File: config.mk
export PLATFORM = sky130hd
export DESIGN_NAME = fir_coef_ctrl
export DESIGN_NICKNAME = d
export VERILOG_FILES = /design/src/rtl/fir_pkg.sv /design/src/rtl/fir_coef_bank.sv /design/src/rtl/fir_coef_ctrl.sv
export SDC_FILE = /design/constraint.sdc
export NUM_CORES = 1
export LEC_CHECK = 0
export CORE_MARGIN = 2
export CORE_UTILIZATION = 44
export DETAILED_ROUTE_END_ITERATION = 16
export GPL_ROUTABILITY_DRIVEN = 0
export PLACE_DENSITY = 0.79
export SETUP_SLACK_MARGIN = 0.3
export SLEW_MARGIN = 20
export SYNTH_ARGS = -nofsm -noshare
export SYNTH_HDL_FRONTEND = slang
export SYNTH_SLANG_ARGS = --single-unit
File: constraint.sdc
create_clock -name clk -period 2.21 [get_ports clk]
set_clock_uncertainty 0.05 [all_clocks]
set_input_delay 0.221 -clock clk [delete_from_list [all_inputs] [get_ports clk]]
set_output_delay 0.221 -clock clk [all_outputs]
set_load 0.02 [all_outputs]
File: src/rtl/fir_pkg.sv
// Shared state type, default sizes and counter-width helper for the FIR
// coefficient controller.
package fir_pkg;

    typedef enum logic [1:0] {
        ST_RUN   = 2'd0,
        ST_SWAP  = 2'd1,
        ST_FLUSH = 2'd2
    } fir_state_e;

    localparam int FIR_NTAPS = 4;
    localparam int FIR_DW    = 8;
    localparam int FIR_CW    = 8;

    function automatic int fir_cnt_width(input int ntaps);
        return $clog2(ntaps + 1);
    endfunction

endpackage

File: src/rtl/fir_coef_bank.sv
// Shadow and active coefficient register banks; the active bank is loaded from
// the shadow bank in a single edge on i_swap and drives the filter taps.
module fir_coef_bank #(
    parameter int NTAPS = 4,
    parameter int CW    = 8,
    parameter int AW    = $clog2(NTAPS)
) (
    input  logic                clk,
    input  logic                rst,
    input  logic                i_wr_en,
    input  logic [AW-1:0]       i_wr_addr,
    input  logic [CW-1:0]       i_wr_data,
    input  logic                i_swap,
    output logic [NTAPS*CW-1:0] o_coef_flat
);

    logic [CW-1:0] r_shadow [NTAPS];
    logic [CW-1:0] r_active [NTAPS];

    always_ff @(posedge clk or posedge rst) begin
        if (rst) begin
            for (int i = 0; i < NTAPS; i++) begin
                r_shadow[i] <= '0;
                r_active[i] <= '0;
            end
        end else begin
            if (i_wr_en) begin
                r_shadow[i_wr_addr] <= i_wr_data;
            end
            if (i_swap) begin
                for (int i = 0; i < NTAPS; i++) begin
                    r_active[i] <= r_shadow[i];
                end
            end
        end
    end

    for (genvar i = 0; i < NTAPS; i++) begin : g_flat
        assign o_coef_flat[i*CW +: CW] = r_active[i];
    end

endmodule

File: src/rtl/fir_coef_ctrl.sv
// Sample handshake and atomic shadow->active coefficient swap in front of fir_filter.
// Define FIR_CTRL_FLUSH_EN to push NTAPS zero samples into the filter after every swap.
//
// state    | meaning
// ST_RUN   | samples, shadow writes and commit accepted
// ST_SWAP  | active bank loaded from shadow on this edge
// ST_FLUSH | zero samples strobed into the filter for NTAPS cycles
module fir_coef_ctrl
    import fir_pkg::*;
#(
    parameter int NTAPS = FIR_NTAPS,
    parameter int DW    = FIR_DW,
    parameter int CW    = FIR_CW
) (
    input  logic                     clk,
    input  logic                     rst,
    input  logic                     wr_en,
    input  logic [$clog2(NTAPS)-1:0] wr_addr,
    input  logic [CW-1:0]            wr_data,
    input  logic                     commit,
    input  logic                     s_valid,
    input  logic [DW-1:0]            s_data,
    output logic                     s_ready,
    output logic [DW-1:0]            fir_x,
    output logic                     fir_en,
    output logic [NTAPS*CW-1:0]      coef_flat,
    output logic                     busy,
    output logic                     commit_done,
    output logic                     cmd_err
);

    fir_state_e    r_state;
    fir_state_e    w_state_nxt;
    logic          w_bank_we;
    logic          w_swap;
    logic          w_drop;
    logic [DW-1:0] r_fir_x;
    logic          r_fir_en;
    logic          r_commit_done;
    logic          r_cmd_err;

`ifdef FIR_CTRL_FLUSH_EN
    localparam int CNTW = fir_cnt_width(NTAPS);
    logic [CNTW-1:0] r_flush_cnt;
`endif

    always_ff @(posedge clk or posedge rst) begin
        if (rst) begin
            r_state <= ST_RUN;
        end else begin
            r_state <= w_state_nxt;
        end
    end

    always_comb begin
        w_state_nxt = r_state;
        w_bank_we   = 1'b0;
        w_swap      = 1'b0;
        w_drop      = 1'b0;
        case (r_state)
            ST_RUN: begin
                w_bank_we = wr_en;
                if (commit) begin
                    w_state_nxt = ST_SWAP;
                end
            end
            ST_SWAP: begin
                w_swap = 1'b1;
                w_drop = wr_en | commit;
`ifdef FIR_CTRL_FLUSH_EN
                w_state_nxt = ST_FLUSH;
`else
                w_state_nxt = ST_RUN;
`endif
            end
`ifdef FIR_CTRL_FLUSH_EN
            ST_FLUSH: begin
                w_drop = wr_en | commit;
                if (r_flush_cnt == CNTW'(1)) begin
                    w_state_nxt = ST_RUN;
                end
            end
`endif
            default: begin
                w_state_nxt = ST_RUN;
            end
        endcase
    end

    assign s_ready = (r_state == ST_RUN);
    assign busy    = (r_state != ST_RUN);

    always_ff @(posedge clk or posedge rst) begin
        if (rst) begin
            r_fir_x       <= '0;
            r_fir_en      <= 1'b0;
            r_commit_done <= 1'b0;
            r_cmd_err     <= 1'b0;
`ifdef FIR_CTRL_FLUSH_EN
            r_flush_cnt   <= '0;
`endif
        end else begin
            r_fir_en      <= 1'b0;
            r_commit_done <= 1'b0;
            r_cmd_err     <= w_drop;
            case (r_state)
                ST_RUN: begin
                    if (s_valid) begin
                        r_fir_x  <= s_data;
                        r_fir_en <= 1'b1;
                    end
                end
                ST_SWAP: begin
`ifdef FIR_CTRL_FLUSH_EN
                    r_flush_cnt   <= CNTW'(NTAPS);
`else
                    r_commit_done <= 1'b1;
`endif
                end
`ifdef FIR_CTRL_FLUSH_EN
                ST_FLUSH: begin
                    r_fir_x     <= '0;
                    r_fir_en    <= 1'b1;
                    r_flush_cnt <= r_flush_cnt - CNTW'(1);
                    // done pulse lands with the last zero strobe
                    if (r_flush_cnt == CNTW'(1)) begin
                        r_commit_done <= 1'b1;
                    end
                end
`endif
                default: begin
                end
            endcase
        end
    end

    fir_coef_bank #(
        .NTAPS (NTAPS),
        .CW    (CW),
        .AW    ($clog2(NTAPS))
    ) u_bank (
        .clk         (clk),
        .rst         (rst),
        .i_wr_en     (w_bank_we),
        .i_wr_addr   (wr_addr),
        .i_wr_data   (wr_data),
        .i_swap      (w_swap),
        .o_coef_flat (coef_flat)
    );

    assign fir_x       = r_fir_x;
    assign fir_en      = r_fir_en;
    assign commit_done = r_commit_done;
    assign cmd_err     = r_cmd_err;

endmodule

==> out/summary.txt <==
Status: completed
VDD IR max: 664.0 µV
Psw: 1.193 mW
Post-Synthesis Cells: 165
Register area share after synthesis: 0.6699
CP max-delay cell: clkdlybuf4s50_1
Hold WS: 0.2656 ns
Kind of critical path: reg -> out
Dpl cells: 309
Internal: 2.965 mW
CTS Buf Count: 9
H-tree Lvls: 3
Residual DRC: 0
Mean Syn Cell Area: 17.21 µm²
Rel. slew slack: 0.5674
CTS tree: done
CTS Root Cell: clkbuf_8
Hold crit path type: in -> async
Synth top area cells: dfrtp_1, mux2_2, buf_2, and4bb_2, nor4b_4
Worst path cell trace: inv_1 -> clkdlybuf4s50_1
Min Tclk post-route: 1.820 ns
Slowest Stage Delay on Critical Path: 0.60 ns
Layout cells sized above 1: 0.4032
Drt first pass iters: 3
Die Span Y: 84.33 µm
Post-Syn Nets: 188
Unrepaired setup endpoints after global routing: false
Fmax: 0.5494 GHz
DRT iter0 DRCs: 38
# clock sinks: 76
Final period util: 0.8236
Cell area after placement: 3646 µm²
Post-CTS Setup Inserts: 0
Post-DR wirelength/cell: 16.17 µm
Final setup TNS: 0 ns
Max-cap violations: 0
Initial Util: 0.4523
Critical Path Fanout Max: 11
Area Growth Syn to Fin: 35.57%
CTS Buffer Depth: 2
Grt total ovfl: 0
Crit end category: primary output
Synthesis Warnings: 0
ANT nets after route: 0
Vias per cell: 5.034
Post-synthesis cell type count: 10
Number of global-route vias before repair: 1,769
WL final: 5.254 mm
Area leader, netlist: dfrtp_1
Clock Latency Late Sink: 0.34 ns
IO Pins: 68
Post-layout total power: 4.158 mW
Nets: 266
CTS Hold Bufs: 0
Commonest non-fill, non-tap cells in the layout: dfrtp_1, mux2_2, clkdlybuf4s50_1
# diodes: 0
Clock share of power: 0.252
Critical path's top delay family: buffers and inverters
Clock-pin slew on the worst setup and hold paths: 0.07 ns
Die width: 84.33 µm
Sequential Power Share: 0.462
Register bit total from synthesis: 76
Total track usage: 0.1626
Final instance area: 3849 µm²
Worst Path Buf+Inv: 2
Sw Share: 0.2868
Worst-Margin Slew: 0.6475 ns
Final hold vios: 0
Power density over cell area: 1080 nW/µm²
Fin cells: 325
Largest net degree at the start of global routing: 32
DR vias: 1,636
First-pass GRT wire length: 8.749 mm
Initial antenna violation count: 0
Fin. max-slew vios: 0
Top-area cell type share of the netlist area: 0.6699
Core area: 6277 µm²
# port buffers: 67
Row count: 29
DPL Wire Length: 3.637 mm
Die area: 7111 µm²
Logic pwr share: 0.286
Cell Area, Synth: 2839 µm²
LEAKAGE: 1.621 nW
Worst Path Arrival: 1.55 ns
Worst setup SP type: flop
Worst Path Required: 1.94 ns
Commonest non-fill, non-tap cell in the layout: dfrtp_1
# setup viols final: 0
metal layers:
| metal | global-route usage | vias up | wire (µm) |
|---|---|---|---|
| li1 | - | 734 | - |
| met1 | 0.2135 | 836 | 2396 |
| met2 | 0.2460 | 58 | 2445 |
| met3 | 0.05211 | 8 | 304 |
| met4 | 0.07918 | 0 | 107 |
| met5 | 0 | - | 0 |
logic make-up after synthesis:
logic type    after synthesis  synth area share
flops                      76            0.6699
mux                        72            0.2856
buf+inv                     9           0.01719
simple gates                8           0.02732
stage by stage:
stage               setup slack (ns)    util
finish                        0.3899  0.6131
global route                  0.3095  0.6131
CTS                           0.3671  0.6131
detailed placement            0.4200  0.5808
global placement              0.4554  0.5808
floorplan                     0.5588       -
flip-flops by register name, summed over array words and instances (netlist names):
register	flops
fir_x	8
u_bank.r_shadow	32
cmd_err	1
u_bank.o_coef_flat	32
fir_en	1
r_state	1
commit_done	1
layout make-up:
cell class                 instances  area [µm²]
clock buffer                      10       137.6
clock inverter                     6       63.81
fill                             479        2429
inverter                           2       11.26
multi-input combinational         80       888.4
sequential                        76        1903
tap                               77       96.34
timing repair buffer              74       748.2
power by group through the flow:
stage          Clock (mW)  Combinational [mW]  Sequential [mW]
4_1_cts              1.09                1.21             1.92
3_3_place_gp            0                1.18             1.94
5_1_grt              1.14                1.26             1.97
2_1_floorplan           0               0.374             2.18
3_5_place_dp            0                1.20             1.95
6_report             1.05                1.19             1.92
worst paths after layout:
path | from | to | slack [ns] | cells after the start
max | r_state[0] | s_ready | 0.39 | 2
min | rst | u_bank.o_coef_flat[30] | 0.27 | 2
max reg2reg | r_state[0] | u_bank.r_shadow[16] | 0.67 | 2
min reg2reg | u_bank.r_shadow[18] | u_bank.o_coef_flat[10] | 0.45 | 1
max in group asynchronous | rst | u_bank.r_shadow[23] | 1.29 | 3
min in group clk | commit | r_state[0] | 0.42 | 2
Yosys cell counts:
cell type and n:
and4bb_2 2, nor2b_1 2, dfrtp_1 76, nor2_1 2, nor4b_4 1, buf_2 6
inv_1 2, buf_6 1, nand4b_1 1, mux2_2 72
timing repair:
item	4_1_cts	5_1_grt
setup endpoints to repair	2	0
hold endpoints to repair	0	0
resized for setup	1	0
Note: power is estimated with default switching activity, not from simulation.
